`config.mk`:
```
export PLATFORM = sky130hd
export DESIGN_NAME = uart_tx_arbiter_flat
export DESIGN_NICKNAME = d
export VERILOG_FILES = /design/src/rtl/uart_tx_arbiter_if.sv /design/src/rtl/uart_tx_arbiter.sv /design/src/flat_wrapper.sv
export SDC_FILE = /design/constraint.sdc
export NUM_CORES = 1
export LEC_CHECK = 0
export ABC_AREA = 1
export ABC_CLOCK_PERIOD_IN_PS = 1700
export CELL_PAD_IN_SITES_DETAIL_PLACEMENT = 2
export CELL_PAD_IN_SITES_GLOBAL_PLACEMENT = 2
export CORE_ASPECT_RATIO = 0.8
export CORE_MARGIN = 2
export CORE_UTILIZATION = 21
export DETAILED_ROUTE_END_ITERATION = 8
export PLACE_DENSITY = 0.88
export SKIP_CTS_REPAIR_TIMING = 1
export SLEW_MARGIN = 20
export SYNTH_ARGS = -nofsm -noshare
export SYNTH_HDL_FRONTEND = slang
export SYNTH_SLANG_ARGS = --single-unit
```
`constraint.sdc`:
```
create_clock -name clock_i -period 1.7 [get_ports clock_i]
set_clock_uncertainty 0.1 [all_clocks]
set_input_delay 0.255 -clock clock_i [delete_from_list [all_inputs] [get_ports clock_i]]
set_output_delay 0.255 -clock clock_i [all_outputs]
set_load 0.005 [all_outputs]
```
`src/rtl/uart_tx_arbiter_if.sv`:
```
// Client byte-stream requests plus the UART write/busy handshake for uart_tx_arbiter.
// master = requesters and UART side, slave = the arbiter.
interface uart_tx_arbiter_if #(
   parameter int unsigned NUM_CLIENTS = 4
);
   logic [NUM_CLIENTS-1:0]   req_valid;
   logic [8*NUM_CLIENTS-1:0] req_data;
   logic [NUM_CLIENTS-1:0]   req_last;
   logic [NUM_CLIENTS-1:0]   req_ready;
   logic [NUM_CLIENTS-1:0]   grant;
   logic                     uart_write;
   logic [7:0]               uart_data;
   logic                     uart_busy;
   logic                     timeout;

   modport master (
      output req_valid, req_data, req_last, uart_busy,
      input  req_ready, grant, uart_write, uart_data, timeout
   );

   modport slave (
      input  req_valid, req_data, req_last, uart_busy,
      output req_ready, grant, uart_write, uart_data, timeout
   );
endinterface

```
`src/rtl/uart_tx_arbiter.sv`:
```
// Round-robin, frame-locked arbiter sharing one UART transmitter among NUM_CLIENTS requesters.
// Optional idle-grant revocation is compiled in with `define UART_TX_ARB_TIMEOUT_EN.
module uart_tx_arbiter #(
   parameter int unsigned NUM_CLIENTS    = 4,
   parameter int unsigned TIMEOUT_CYCLES = 1024
) (
   input logic              clock_i,
   input logic              reset_i,
   uart_tx_arbiter_if.slave bus
);
   localparam int unsigned PTR_W = $clog2(NUM_CLIENTS);

   if (NUM_CLIENTS < 2 || NUM_CLIENTS > 8 || TIMEOUT_CYCLES < 2) begin : g_param_check
      $error("uart_tx_arbiter: NUM_CLIENTS must be 2..8 and TIMEOUT_CYCLES at least 2");
   end

   typedef enum logic [2:0] {
      IDLE,
      SEND,
      WRITE,
      WAIT_START,
      WAIT_DONE
   } state_t;

   state_t                 state;
   logic [PTR_W-1:0]       ptr;
   logic [PTR_W-1:0]       owner;
   logic [NUM_CLIENTS-1:0] grant;
   logic                   uart_write;
   logic [7:0]             uart_data;
   logic                   frame_end;
   logic                   start_wait;
   logic                   pick_hit;
   logic [PTR_W-1:0]       pick_idx;
   logic                   owner_valid;

`ifdef UART_TX_ARB_TIMEOUT_EN
   localparam int unsigned TMO_W = $clog2(TIMEOUT_CYCLES) + 1;
   localparam logic [TMO_W-1:0] TMO_LAST = TMO_W'(TIMEOUT_CYCLES - 1);
   logic [TMO_W-1:0] idle_cnt;
   logic             timeout;
`endif

   function automatic logic [PTR_W-1:0] wrap_add(input logic [PTR_W-1:0] base,
                                                 input int unsigned offset);
      return PTR_W'((32'(base) + offset) % NUM_CLIENTS);
   endfunction

   // First valid client at or after ptr, searching upward with wrap.
   always_comb begin
      pick_hit = 1'b0;
      pick_idx = ptr;
      for (int unsigned i = 0; i < NUM_CLIENTS; i++) begin
         if (!pick_hit && bus.req_valid[wrap_add(ptr, i)]) begin
            pick_hit = 1'b1;
            pick_idx = wrap_add(ptr, i);
         end
      end
   end

   assign owner_valid   = bus.req_valid[owner];
   assign bus.req_ready = (state == SEND && !bus.uart_busy) ? grant : '0;
   assign bus.grant      = grant;
   assign bus.uart_write = uart_write;
   assign bus.uart_data  = uart_data;
`ifdef UART_TX_ARB_TIMEOUT_EN
   assign bus.timeout    = timeout;
`else
   assign bus.timeout    = 1'b0;
`endif

   always_ff @(posedge clock_i or negedge reset_i) begin
      if (!reset_i) begin
         state      <= IDLE;
         ptr        <= '0;
         owner      <= '0;
         grant      <= '0;
         uart_write <= 1'b0;
         uart_data  <= '0;
         frame_end  <= 1'b0;
         start_wait <= 1'b0;
`ifdef UART_TX_ARB_TIMEOUT_EN
         idle_cnt   <= '0;
         timeout    <= 1'b0;
`endif
      end else begin
         uart_write <= 1'b0;
`ifdef UART_TX_ARB_TIMEOUT_EN
         timeout    <= 1'b0;
`endif
         case (state)
            IDLE: begin
               if (pick_hit && !bus.uart_busy) begin
                  owner <= pick_idx;
                  grant <= NUM_CLIENTS'(1) << pick_idx;
                  state <= SEND;
`ifdef UART_TX_ARB_TIMEOUT_EN
                  idle_cnt <= '0;
`endif
               end
            end

            SEND: begin
`ifdef UART_TX_ARB_TIMEOUT_EN
               // Counts consecutive cycles the owner leaves its valid low.
               if (owner_valid) begin
                  idle_cnt <= '0;
               end else if (idle_cnt != TMO_LAST) begin
                  idle_cnt <= idle_cnt + 1'b1;
               end
`endif
               if (owner_valid && !bus.uart_busy) begin
                  uart_data  <= bus.req_data[{owner, 3'b000} +: 8];
                  frame_end  <= bus.req_last[owner];
                  uart_write <= 1'b1;
                  state      <= WRITE;
               end
`ifdef UART_TX_ARB_TIMEOUT_EN
               else if (!owner_valid && idle_cnt == TMO_LAST) begin
                  timeout <= 1'b1;
                  grant   <= '0;
                  ptr     <= wrap_add(owner, 1);
                  state   <= IDLE;
               end
`endif
            end

            WRITE: begin
               start_wait <= 1'b0;
               state      <= WAIT_START;
            end

            // Give the UART two cycles to raise busy so a missing busy cannot hang us.
            WAIT_START: begin
               if (bus.uart_busy || start_wait) begin
                  state <= WAIT_DONE;
               end else begin
                  start_wait <= 1'b1;
               end
            end

            WAIT_DONE: begin
               if (!bus.uart_busy) begin
                  if (frame_end) begin
                     grant <= '0;
                     ptr   <= wrap_add(owner, 1);
                     state <= IDLE;
                  end else begin
                     state <= SEND;
                  end
               end
            end

            default: state <= IDLE;
         endcase
      end
   end
endmodule

```
`src/flat_wrapper.sv`:
```
// flat-port wrapper written by rule: the top's interface ports become plain ports
module uart_tx_arbiter_flat 
#(
   parameter int unsigned NUM_CLIENTS    = 4,
   parameter int unsigned TIMEOUT_CYCLES = 1024
)
  (clock_i, reset_i, bus_req_valid, bus_req_data, bus_req_last, bus_uart_busy, bus_req_ready, bus_grant, bus_uart_write, bus_uart_data, bus_timeout);
  uart_tx_arbiter_if #(.NUM_CLIENTS(NUM_CLIENTS)) bus_i ();
  input logic clock_i;
  input logic reset_i;
  input wire logic [$bits(bus_i.req_valid)-1:0] bus_req_valid;
  input wire logic [$bits(bus_i.req_data)-1:0] bus_req_data;
  input wire logic [$bits(bus_i.req_last)-1:0] bus_req_last;
  input wire logic [$bits(bus_i.uart_busy)-1:0] bus_uart_busy;
  output wire logic [$bits(bus_i.req_ready)-1:0] bus_req_ready;
  output wire logic [$bits(bus_i.grant)-1:0] bus_grant;
  output wire logic [$bits(bus_i.uart_write)-1:0] bus_uart_write;
  output wire logic [$bits(bus_i.uart_data)-1:0] bus_uart_data;
  output wire logic [$bits(bus_i.timeout)-1:0] bus_timeout;
  assign bus_i.req_valid = bus_req_valid;
  assign bus_i.req_data = bus_req_data;
  assign bus_i.req_last = bus_req_last;
  assign bus_i.uart_busy = bus_uart_busy;
  assign bus_req_ready = bus_i.req_ready;
  assign bus_grant = bus_i.grant;
  assign bus_uart_write = bus_i.uart_write;
  assign bus_uart_data = bus_i.uart_data;
  assign bus_timeout = bus_i.timeout;
  uart_tx_arbiter #(.NUM_CLIENTS(NUM_CLIENTS), .TIMEOUT_CYCLES(TIMEOUT_CYCLES)) u_core (.clock_i(clock_i), .reset_i(reset_i), .bus(bus_i));
endmodule
```
======== Yosys cells after proc, flatten, opt, wreduce, memory -nomap -nowiden ========
Index checks and enable logic that the tools add are counted.
storage, ports and cells
  register bits ........................... 22
  output and inout port bits .............. 18
cells by class
  reduce and logical (&&, ||, !) cells .... 20
  add/sub/neg operators ................... 4
  equality and inequality tests ........... 10
  shift-type cells ........................ 2
  bitwise logic cells ..................... 1
  magnitude comparators ................... 5
  muxes and demuxes ....................... 34
operator list
  cell                   count
  $shiftx A32 B6 Y8      1
  $mux W4                4
  $lt A2 B3 Y1 const B   5
  $pmux W3 S5            1
  $mux W1                14
  $bmux W1 S2            6
  $mux W3                4
  $pmux W4 S2            1
  $reduce_and A4 Y1      2
  $eq A3 B2 Y1 const B   2
  $logic_and A1 B1 Y1    6
  $mux W2                3
  $ne A2 B1 Y1 const B   3
  $ne A2 B2 Y1 const B   3
  $reduce_and A2 Y1      3
  $add A2 B1 Y2 const B  2
  $add A2 B2 Y2 const B  2
  $logic_not A1 Y1       4
  $reduce_bool A2 Y1     2
  $shl A1 B2 Y4 const A  1
  $eq A3 B1 Y1 const B   1
  $eq A3 B3 Y1 const B   1
  $logic_not A3 Y1       1
  $reduce_and A3 Y1      1
  3 further kinds        3

======== Depth between registers and ports, before layout ========
Gate-level depths: netlist (run 1).
  depth after elaboration ................. 15
  gate-level depth with buffers ........... 14
  gate-level depth less buffers ........... 13

======== Least setup slack after synthesis (run 1) ========
No wires, ideal clock.
  path type ............................... reg2reg
  from .................................... reg u_core.ptr[1]
  to ...................................... reg u_core.owner[0]
  slack ................................... 0.114 ns
  arrival time ............................ 1.353 ns
  cell stages (with the launch flop) ...... 12
  buffers on the path ..................... 1
  required time ........................... 1.467 ns
  path through ............................ dfrtp_1 -> buf_6 -> inv_4 -> nand2_1 -> nand2_2 -> nand2_2 -> nand2_4 -> nand3_1 -> nand2_1 -> nand2_2 -> a21oi_2 -> a21oi_1
on the way
  longest elaborated chain between the ends .. 14
  elaborated cells between the ends (all ways) .. 26
  those cells by class .................... add/sub: 3; mux: 15; reduce/logical: 8
RTL lines
  what                                                    RTL line                source
  from (decl)                                             uart_tx_arbiter.sv:26   logic [PTR_W-1:0] ptr;
  from (signal assigned)                                  uart_tx_arbiter.sv:146  ptr <= wrap_add(owner, 1);
  branches (longest 14 deep; another with $add A2 B1 Y2)  n/a
  to (signal assigned)                                    uart_tx_arbiter.sv:94   owner <= pick_idx;
  to (decl)                                               uart_tx_arbiter.sv:27   logic [PTR_W-1:0] owner;
Several ways; the timed one is not identified. The select of a mux whose other input is x is not followed.
A chain may end at the register's enable or synchronous reset.

======== Worst setup path after layout (run 1) ========
  from .................................... reg u_core.ptr[0]
  to ...................................... reg u_core.owner[1]
The elaborated chain is that of the path after synthesis.

==> results of run 1 <==
==> placed cells by master (no fill, tap or decap), drive strengths merged <==
master         instances
dlymetal6s2s           2
a21oi                  5
nor2                  55
o21ai                 25
conb                   1
xnor2                  1
clkbuf                 4
inv                   27
o22ai                  1
a31oi                  8
nor3                   2
nand4                  4
dfrtp                 22
buf                   36
nand3b                 1
nand3                 17
clkdlybuf4s50         53
nand2                 85
bufinv                 1
==> state kept, by name (all words and copies together) (netlist names) <==
| name | cells |
|---|---|
| u_core.bus.grant | 4 |
| u_core.bus.uart_data | 8 |
| u_core.bus.uart_write | 1 |
| u_core.frame_end | 1 |
| u_core.owner | 2 |
| u_core.ptr | 2 |
| u_core.start_wait | 1 |
| u_core.state | 3 |
==> logic make-up after synthesis <==
kind of cell | synth area share (%)
buf+inv | 9.705
xor+xnor | 0.5148
other cells | 0.2204
simple gates | 44.19
flops | 32.35
compound gates | 13.02
==> power groups by stage <==
stage          Sequential [mW]  Combinational [mW]  Clock [mW]
2_1_floorplan            0.911                1.58           0
3_3_place_gp             0.928                2.68           0
3_5_place_dp             0.942                2.85           0
4_1_cts                  0.937                2.88       0.519
5_1_grt                  0.973                3.40       0.539
6_report                 0.940                3.06       0.511
==> synthesized netlist by cell type (all sizes together) <==
cell type  count
a21oi          5
nand3         17
nand2         85
conb           1
clkbuf         5
buf            5
nor2          55
nand3b         1
a31oi          8
xnor2          1
o21ai         25
o22ai          1
nor3           2
inv           27
nand4          4
dfrtp         22
==> metrics by stage <==
step           setup TNS (ns)  utilization, %  worst slack, ns
4_1_cts                -3.528           33.91          -0.4929
3_5_place_dp           -5.912           33.01          -0.3591
2_1_floorplan               0               -           0.1144
6_report               -1.051           35.10          -0.1608
5_1_grt                -3.155           35.10          -0.2858
3_3_place_gp           -3.946           33.01          -0.2139
==> area by class of cell <==
cell class / count / area, um2 / share of cell area (%)
multi-input combinational: 205 / 1070 / 38.53
timing repair buffer: 92 / 843.3 / 30.37
sequential: 22 / 550.5 / 19.83
tap: 108 / 135.1 / 4.867
inverter: 27 / 106.4 / 3.831
clock buffer: 3 / 41.29 / 1.487
clock inverter: 1 / 30.03 / 1.082
==> worst max-delay path, stage by stage, from the launching register on <==
cell and delay [ns]:
dfrtp_1 0.43, buf_4 0.18, nand2_1 0.10, nand2_4 0.09
nand2_2 0.09, nand2_4 0.09, nor2_8 0.13, nand3_1 0.13
nand2_4 0.14, inv_1 0.08, nand2_1 0.11, nand2_1 0.08
==> worst max path at each step <==
stage	from	to	slack (ns)	depth (start not counted)
detailed placement	bus_req_valid[1]	u_core.bus.uart_data[2]	-0.36	10
finish	u_core.ptr[0]	u_core.owner[1]	-0.16	11
floorplan	u_core.ptr[1]	u_core.owner[0]	0.11	11
global route	u_core.ptr[0]	u_core.bus.grant[0]	-0.29	10
CTS	u_core.state[1]	bus_req_ready[0]	-0.49	6
global placement	bus_req_valid[2]	u_core.bus.grant[0]	-0.21	12
==> layer usage <==
metal | routed length (um) | vias up | global-route usage (%) | share of wire (%)
li1 | - | 1004 | - | -
met1 | 3129 | 957 | 19.21 | 45
met2 | 3398 | 57 | 27.21 | 49
met3 | 403 | 2 | 4.037 | 5.8
met4 | 14 | 0 | 0.9697 | 0.20
met5 | 0 | - | 0 | 0
==> results by group, run 1 <==
Outcome
  • Status: finished, violations left
  • Failing checks: negative setup slack

Floorplanning
  • Num ports: 61
  • Die Ht: ~85 um
  • Die ar.: approximately 8800 um2
  • Cell row count: 29
  • Initial core utilization: a little over a fifth
  • Die Wd: ~100 um
  • Core Region: around 8000 um2

Power
  • Sw frac: 46.63%
  • P_sw: about 2.1 mW
  • LEAKAGE: between 1 and 1.5 nW
  • Power Density: 1624 nW/um2
  • Clk pwr share: 11.3%
  • Combinational group share of total power: between 60 and 70%
  • Total power draw: around 4.5 mW
  • Internal: between 2 and 2.5 mW
  • Max VDD drop: approximately 560 uV
  • Sequential share of power: 20.9%

Clock network
  • CTS Buf Count: 3
  • CTS tree: yes
  • CTS Root Cell: clkbuf_8
  • Clock Latency Late Sink: 0.27 ns
  • H-tree Lvls: 1
  • Max Buffers Root-to-Sink: 2
  • Clock transition at path regs: about 0.090 ns
  • Clock Sinks: 22

Synthesis
  • Post-Syn Area per Cell: between 6 and 7 um2
  • Synth Cell Area: roughly 1700 um2
  • Register area share after synthesis: 32.35%
  • Post-synth top area cell: dfrtp_1
  • Synth top area share: between 30 and 40%
  • Yosys cell types: 29
  • Net Count, Synth: slightly above 300
  • Synth Register Bits: 22
  • Largest cells by area after synthesis: dfrtp_1, nand2_1, nor2_1
  • Cells after Synth: about 260
  • Synth warn: 0

Place
  • Placed cell count: roughly 450
  • DPL Wire Length: between 5 and 6 mm
  • Port buffer count: 59
  • Placed inst area: about 2600 um2
  • RePlAce Congestion: 0.8131

Setup path
  • Type of the worst setup path: flip-flop to flip-flop
  • FF-to-FF End: u_core.owner[1]
  • Startpoint Class: flip-flop
  • RR Startpoint: u_core.ptr[0]
  • Reg2reg path depth: 11
  • R2R setup slack: -0.16 ns
  • Crit end category: flip-flop
  • CP arrival: around 1.9 ns
  • Crit-path max FO: 6
  • Critical Path RT: roughly 1.8 ns

Global routing
  • Initial antenna violation count: 0
  • Global-route wire length before repair: roughly 11 mm
  • Total GRT Usage: between 10% and 20%
  • Gr ovfl total: 0
  • Vias in the first global route: 2197
  • Largest net degree at the start of global routing: 23

STA
  • Final worst-path cycle share: 109.5%
  • Final Critical Period: between 1.5 and 2 ns
  • Fmax: 537.4 MHz
  • Final hold vios: 0
  • RSZ-0062 raised after global routing: true
  • Worst hold slack: 0.2369 ns
  • Fin. max-slew vios: 0
  • Final setup violation count: 10
  • Worst setup margin: -0.1608 ns

Detailed routing
  • First-pass DRT Iterations: 4
  • Routed vias: about 2k
  • Drt wl/cell: roughly 15 um
  • DR iter-0 viols: 51
  • DRT antenna net count: 0
  • Via/cell ratio: between 4 and 5
  • DR DRC count: 0
  • Total wire length: 6.946 mm

Cells and area
  • Post-synthesis to final-layout area growth: 63.16%
  • Fin area: approximately 2800 um2
  • Fillers: 945
  • ANT cells: 0
  • Finished Layout Cells: between 400 and 500
  • Final Net Count: 394
  • Share of post-route cells with drive strength above 1: roughly a quarter

Min path
  • HP Class: primary input to async pin

Flow run
  • Max cap viols: 0
Note: power is estimated with default switching activity, not from simulation.
==> inputs of run 2 (changes only) <==
--- a/config.mk
+++ b/config.mk
@@ -6,14 +6,14 @@
 export NUM_CORES = 1
 export LEC_CHECK = 0
 export ABC_AREA = 1
-export ABC_CLOCK_PERIOD_IN_PS = 1700
 export CELL_PAD_IN_SITES_DETAIL_PLACEMENT = 2
 export CELL_PAD_IN_SITES_GLOBAL_PLACEMENT = 2
 export CORE_ASPECT_RATIO = 0.8
 export CORE_MARGIN = 2
-export CORE_UTILIZATION = 21
+export CORE_UTILIZATION = 25
 export DETAILED_ROUTE_END_ITERATION = 8
-export PLACE_DENSITY = 0.88
+export PLACE_DENSITY = 0.95
+export RECOVER_POWER = 50
 export SKIP_CTS_REPAIR_TIMING = 1
 export SLEW_MARGIN = 20
 export SYNTH_ARGS = -nofsm -noshare
==> constraint.sdc (replaced) <==
create_clock -name clock_i -period 2.32 [get_ports clock_i]
set_clock_uncertainty 0.1 [all_clocks]
set_input_delay 0.348 -clock clock_i [delete_from_list [all_inputs] [get_ports clock_i]]
set_output_delay 0.348 -clock clock_i [all_outputs]
set_load 0.005 [all_outputs]
==> run 2 against run 1 <==
  * The run now ends clean
  * Global-route usage increased by 3.1 points
  * Total power decreased by 36%
  * First-iteration DRC count decreased by 16%
  * Worst setup slack improved by 0.49 ns
  * Fmax decreased by 6.5%
  * Largest power group unchanged
==> results by group, run 2 (synthesis results as in run 1) <==
Setup path
  • Crit end category: flip-flop
  • Crit-path max FO: 11 (+5)
  • Startpoint Class: flip-flop
  • Crit path from: u_core.ptr[0]
  • Critical Path RT: 2.43 ns (+0.67 ns)
  • FF-to-FF End: u_core.bus.grant[1]
  • Type of the worst setup path: flip-flop to flip-flop
  • CP arrival: 2.10 ns (+0.18 ns)
  • RR Startpoint: u_core.ptr[0]
  • R2R setup slack: 0.33 ns (+0.49 ns)
  • Reg2reg path depth: 13 (+2)

STA
  • Final setup violation count: 0 (-10)
  • Slew margin rel.: between 10% and 20%
  • Final worst-path cycle share: 85.82% (-24 points)
  • Final Critical Period: 1.991 ns (+0.1304 ns)
  • Final hold vios: 0 (unchanged)
  • RSZ-0062 raised after global routing: false
  • Fin. max-slew vios: 0 (unchanged)
  • Fmax: 502.2 MHz (-6.5%)
  • Worst setup margin: 0.3289 ns (+0.4896 ns)
  • Slew of the pin with the lowest slew margin: 1.296 ns
  • TNS Setup: 0 ns (+1.051 ns)

Clock network
  • CTS Buf Count: 3 (unchanged)
  • Max Buffers Root-to-Sink: 2 (unchanged)
  • Clock Latency Late Sink: 0.27 ns (about the same)
  • Clock Sinks: 22 (unchanged)
  • H-tree Lvls: 1 (unchanged)
  • Clock transition at path regs: 0.09 ns (about the same)
  • CTS tree: yes
  • CTS Root Cell: clkbuf_8

Detailed routing
  • Total wire length: 6.300 mm (-9.3%)
  • Routed vias: 1959 (-3.0%)
  • Drt wl/cell: 15.37 um (+1.3%)
  • First-pass DRT Iterations: 4 (unchanged)
  • Via/cell ratio: 4.778 (+8.3%)
  • DR iter-0 viols: 43 (-16%)
  • DR DRC count: 0 (unchanged)
  • DRT antenna net count: 0 (unchanged)

Outcome
  • Status: completed

Cells and area
  • Post-synthesis to final-layout area growth: 46.03%
  • Largest register by flop count: u_core.bus.uart_data
  • Fillers: 771 (-18%)
  • Share of post-route cells with drive strength above 1: 12.58% (-12 points)
  • Max FFs per register: 8 (unchanged)
  • Most common cell after layout, fill and taps aside: nand2_1
  • Most frequent cells in the layout: nand2_1, nor2_1, clkdlybuf4s50_1, o21ai_0, dfrtp_1
  • Fin area: 2485 um2 (-11%)
  • ANT cells: 0 (unchanged)
  • Final Net Count: 370 (-6.1%)
  • Largest registers: u_core.bus.uart_data x8, u_core.bus.grant x4, u_core.state x3

Min path
  • HP Class: flip-flop to flip-flop
  • Worst Hold Path Cells: 2
  • Worst Hold Endpoint: u_core.start_wait
  • Min-delay src: u_core.start_wait

Place
  • RePlAce Congestion: 0.8633 (+6.2%)
  • Port buffer count: 59 (unchanged)
  • Placed inst area: 2389 um2 (-8.5%)
  • Worst slack at placement: 0.1358 ns (+0.4949 ns)
  • DPL Wire Length: 4.970 mm (-9.1%)

Global routing
  • Vias in the first global route: 2232 (+1.6%)
  • Total GRT Usage: 18.23% (+3.1 points)
  • Largest net degree at the start of global routing: 23 (unchanged)
  • Initial antenna violation count: 0 (unchanged)
  • Global-route wire length before repair: 10.72 mm (-0.83%)
  • Gr ovfl total: 0 (unchanged)

Floorplanning
  • Initial core utilization: 26.29% (+4.8 points)
  • Die Ht: 77.79 um (-8.0%)
  • Num ports: 61 (unchanged)
  • Cell row count: 26 (-10%)
  • Die ar.: 7487 um2 (-15%)
  • Die Wd: 96.24 um (-8.0%)
  • Core Region: 6474 um2 (-18%)

Power
  • Power Density: 1158 nW/um2 (-29%)
  • LEAKAGE: 1.217 nW (-6.7%)
  • Max VDD drop: 326.3 uV (-42%)

Flow run
  • Max cap viols: 0 (unchanged)
## run 2: cell type report
| cell class | count | area [um2] | area share, % |
|---|---|---|---|
| Clock buffer | 3 | 41.29 | 1.662 |
| Timing Repair Buffer | 68 | 660.6 | 26.59 |
| Tap cell | 84 | 105.1 | 4.230 |
| Sequential cell | 22 | 550.5 | 22.16 |
| Multi-Input combinational cell | 205 | 993.5 | 39.98 |
| Inverter | 27 | 103.9 | 4.179 |
| Clock inverter | 1 | 30.03 | 1.208 |
## run 2: metal layers
metal / GRT usage (%) / share of wire (%) / up-vias
li1: - / - / 958
met1: 22.44 / 45 / 943
met2: 31.67 / 47 / 52
met3: 5.340 / 6.8 / 6
met4: 3.000 / 0.60 / 0
met5: 0 / 0 / -
## run 2: how the worst max path moves through the flow
stage,endpoint,depth (start not counted)
floorplan,u_core.owner[0],11
global placement,bus_req_ready[0],5
detailed placement,bus_req_ready[1],5
CTS,bus_req_ready[1],7
global route,u_core.bus.grant[1],13
finish,u_core.bus.grant[1],13
## run 2: where the power goes
group          switching, mW  total [mW]  internal, mW  leakage, nW
sequential             0.151       0.703         0.552        0.270
combinational           1.08        1.80         0.723        0.912
clock                  0.141       0.371         0.231       0.0357
## run 2: metrics by stage
stage	instances	hold WS (ns)	util, %	power (mW)
after floorplan	264	-0.04759	-	1.822
after global placement	404	0.3739	36.90	2.384
after CTS	408	0.3408	38.00	2.905
after global routing	410	0.4274	38.38	3.185
after detailed placement	404	0.3820	36.90	2.494
final	410	0.3974	38.38	2.878
## run 2: worst max-delay path, cell delays in order (launching register included)
cell and delay (ns):
dfrtp_1 0.48, inv_2 0.22, nand2_1 0.10, nand2_2 0.16
nand2_2 0.08, nand2_4 0.12, nand2_1 0.10, nand2_1 0.10
nand2_1 0.07, nand2_2 0.08, nand2_1 0.05, nor2_1 0.13
nand2_1 0.09, nand2_1 0.07
==> inputs of run 3 (changes only) <==
--- a/config.mk
+++ b/config.mk
@@ -5,17 +5,16 @@
 export SDC_FILE = /design/constraint.sdc
 export NUM_CORES = 1
 export LEC_CHECK = 0
-export ABC_AREA = 1
 export CELL_PAD_IN_SITES_DETAIL_PLACEMENT = 2
 export CELL_PAD_IN_SITES_GLOBAL_PLACEMENT = 2
 export CORE_ASPECT_RATIO = 0.8
 export CORE_MARGIN = 2
-export CORE_UTILIZATION = 25
+export CORE_UTILIZATION = 26
 export DETAILED_ROUTE_END_ITERATION = 8
-export PLACE_DENSITY = 0.95
+export PLACE_DENSITY = 0.94
 export RECOVER_POWER = 50
 export SKIP_CTS_REPAIR_TIMING = 1
-export SLEW_MARGIN = 20
+export SLEW_MARGIN = 15
 export SYNTH_ARGS = -nofsm -noshare
 export SYNTH_HDL_FRONTEND = slang
 export SYNTH_SLANG_ARGS = --single-unit
==> run 3 against run 2 <==
  * Sequential power increased by 3.3%
  * Clock power decreased by 22%
  * Hold slack improved by 0.011 ns
  * Combinational power decreased by 38%
  * First-iteration DRC count increased by 16%
  * Critical endpoint is now bus_req_ready[3]
  * Final cell count decreased by 42%
  * Worst setup slack got worse by 0.24 ns
  * Clock-buffer cell count increased by 1
  * Non-clock buffer count decreased by 3
==> results by group, run 3 <==
Synthesis
  • Synth top area share: 42.23% (+9.9 points)
  • Synth Cell Area: 1304 um2 (-23%)
  • Post-synth EDFFs: 0 (unchanged)
  • Synth Register Bits: 22 (unchanged)
  • Net Count, Synth: 153 (-50%)
  • Adder-cell area share of the yosys netlist: 0% (unchanged)
  • Top post-synthesis cells by count: dfrtp_1, mux2_2, mux4_2, nor2_1, o21ai_0
  • Compound-gate portion of the synthesized area: 13.44% (+0.42 points)
  • Simple-Gate Fraction of Synth Area: 13.63% (-31 points)
  • Post-Syn Area per Cell: 11.85 um2 (+84%)
  • Mux share of post-synthesis cell area: 26.49% (+26 points)
  • Most frequent cell after synthesis: dfrtp_1
  • Yosys cell types: 39 (+34%)
  • Register area share after synthesis: 42.23% (+9.9 points)
  • Post-synth top area cell: dfrtp_1
  • Synth warn: 0 (unchanged)
  • Cells after Synth: 110 (-58%)
  • Largest cells by area after synthesis: dfrtp_1, mux4_2, mux2_2
  • Xor/xnor cell area share of the yosys netlist: 0.6718% (+0.16 points)
  • Synth async-reset ratio: 100.0% (unchanged)
  • Main combinational cell family by area after synthesis: multiplexers
  • Ys flop type: dfrtp_1

Place
  • Port buffer count: 59 (unchanged)
  • DPL Wire Length: 3.357 mm (-32%)
  • Placed cell count: 232 (-43%)
  • RePlAce Congestion: 0.8318 (-3.6%)
  • Worst slack at placement: 0.09101 ns (-0.04475 ns)

Clock network
  • CTS Buf Count: 3 (unchanged)
  • Max Buffers Root-to-Sink: 2 (unchanged)
  • Clock Sinks: 22 (unchanged)
  • H-tree Lvls: 1 (unchanged)
  • CTS tree: yes
  • Clock Latency Late Sink: 0.27 ns (about the same)
  • Clock transition at path regs: 0.08 ns (about the same)
  • CTS Root Cell: clkbuf_8

Floorplanning
  • Core Region: 4921 um2 (-24%)
  • Cell row count: 23 (-12%)
  • Num ports: 61 (unchanged)
  • Die Wd: 83.17 um (-14%)
  • Die Ht: 67.34 um (-13%)
  • Die ar.: 5600 um2 (-25%)
  • Initial core utilization: 26.49% (+0.21 points)

Cells and area
  • Fillers: 508 (-34%)
  • ANT cells: 0 (unchanged)
  • Core Util, Final: 41.85% (+3.5 points)
  • Most frequent cells in the layout: clkdlybuf4s50_1, dfrtp_1, mux2_2
  • Max FFs per register: 8 (unchanged)
  • Most common cell after layout, fill and taps aside: clkdlybuf4s50_1
  • Largest registers: u_core.bus.uart_data x8, u_core.bus.grant x4, u_core.state x3
  • Largest register by flop count: u_core.bus.uart_data
  • Final Net Count: 218 (-41%)
  • Share of post-route cells with drive strength above 1: 18.97% (+6.4 points)
  • Finished Layout Cells: 236 (-42%)
  • Post-synthesis to final-layout area growth: 57.97%

STA
  • Final hold vios: 0 (unchanged)
  • Final setup violation count: 0 (unchanged)
  • RSZ-0062 raised after global routing: false
  • Final worst-path cycle share: 96.16% (+10 points)
  • Final Critical Period: 2.231 ns (+0.2398 ns)
  • Worst hold slack: 0.4086 ns (+0.01119 ns)
  • Slew margin rel.: 20.67% (+7.1 points)
  • Slew of the pin with the lowest slew margin: 1.190 ns (-0.1061 ns)
  • Fin. max-slew vios: 0 (unchanged)
  • Fmax: 448.2 MHz (-11%)
  • Worst setup margin: 0.08903 ns (-0.2398 ns)
  • TNS Setup: 0 ns (unchanged)

Setup path
  • Critical Path RT: 1.87 ns (-0.56 ns)
  • Crit path to: bus_req_ready[3]
  • Crit end category: primary output
  • Reg2reg path depth: 3 (-10)
  • Type of the worst setup path: flip-flop to primary output
  • FF-to-FF End: u_core.owner[1]
  • RR Startpoint: u_core.state[0]
  • Startpoint Class: flip-flop
  • R2R setup slack: 0.60 ns (+0.27 ns)
  • Crit path from: u_core.state[1]
  • CP arrival: 1.78 ns (-0.32 ns)
  • Crit-path max FO: 6 (-5)

Detailed routing
  • DR iter-0 viols: 50 (+16%)
  • First-pass DRT Iterations: 4 (unchanged)
  • Via/cell ratio: 4.975 (+4.1%)
  • Total wire length: 4.220 mm (-33%)
  • DRT antenna net count: 0 (unchanged)
  • Routed vias: 1174 (-40%)
  • DR DRC count: 0 (unchanged)
  • Drt wl/cell: 17.88 um (+16%)

Global routing
  • Gr ovfl total: 0 (unchanged)
  • Total GRT Usage: 15.38% (-2.9 points)
  • Global-route wire length before repair: 6.734 mm (-37%)
  • Initial antenna violation count: 0 (unchanged)
  • Vias in the first global route: 1331 (-40%)
  • Largest net degree at the start of global routing: 23 (unchanged)

Min path
  • HP Class: flip-flop to flip-flop

Outcome
  • Status: completed

Power
  • LEAKAGE: 0.8239 nW (-32%)
  • Power Density: 1030 nW/um2 (-11%)
  • Max VDD drop: 323.7 uV (-0.81%)

Flow run
  • Max cap viols: 0 (unchanged)
-- run 3: critical path, stage by stage, from the launching register on --
cell,delay (ns)
dfrtp_2,0.45
nand2b_4,0.18
nor3_4,0.22
and2_1,0.17
clkdlybuf4s50_1,0.50
-- run 3: report_power, final --
part           internal, mW  switching (mW)  total, mW
Clock                 0.152           0.136      0.288
Combinational         0.667           0.439       1.11
Sequential            0.563           0.163      0.726
-- run 3: layout make-up --
type                            instances  area [um2]  area share [%]
Clock buffer                            4       55.05           2.673
Inverter                                5       18.77          0.9113
Multi-Input combinational cell         78       724.4           35.18
Sequential cell                        22       551.8           26.79
Tap cell                               62       77.57           3.767
Timing Repair Buffer                   65       631.9           30.68
-- run 3: worst min-delay path by stage --
stage | start | to | cells after the start
after floorplan | reset_i | u_core.bus.grant[0] | 0
final | u_core.bus.uart_data[5] | u_core.bus.uart_data[5] | 1
after global routing | u_core.bus.uart_data[5] | u_core.bus.uart_data[5] | 1
after global placement | u_core.bus.uart_data[5] | u_core.bus.uart_data[5] | 1
after CTS | reset_i | u_core.start_wait | 2
after detailed placement | u_core.bus.uart_data[5] | u_core.bus.uart_data[5] | 1
-- run 3: kinds of logic (layout without fill, tap and decap cells) --
kind of cell | count (synthesis) | in the layout
mux | 20 | 20
buf+inv | 10 | 74
compound gates | 25 | 25
simple gates | 31 | 31
xor+xnor | 1 | 1
other cells | 1 | 1
flops | 22 | 22
-- run 3: routing by layer --
metal / vias to the layer above / global-route usage [%] / part of all wire [%]
met1: 593 / 18.13 / 39
li1: 542 / - / -
met2: 35 / 29.44 / 55
met4: 0 / 3.689 / 0.92
met5: - / 0 / 0
met3: 4 / 2.934 / 4.9
-- run 3: per-stage QoR --
| step | instance area [um2] | power [mW] |
|---|---|---|
| after floorplan | 1304 | 1.306 |
| after global placement | 1993 | 1.760 |
| after detailed placement | 1993 | 1.844 |
| after CTS | 2048 | 2.151 |
| after global routing | 2059 | 2.270 |
| final | 2059 | 2.120 |
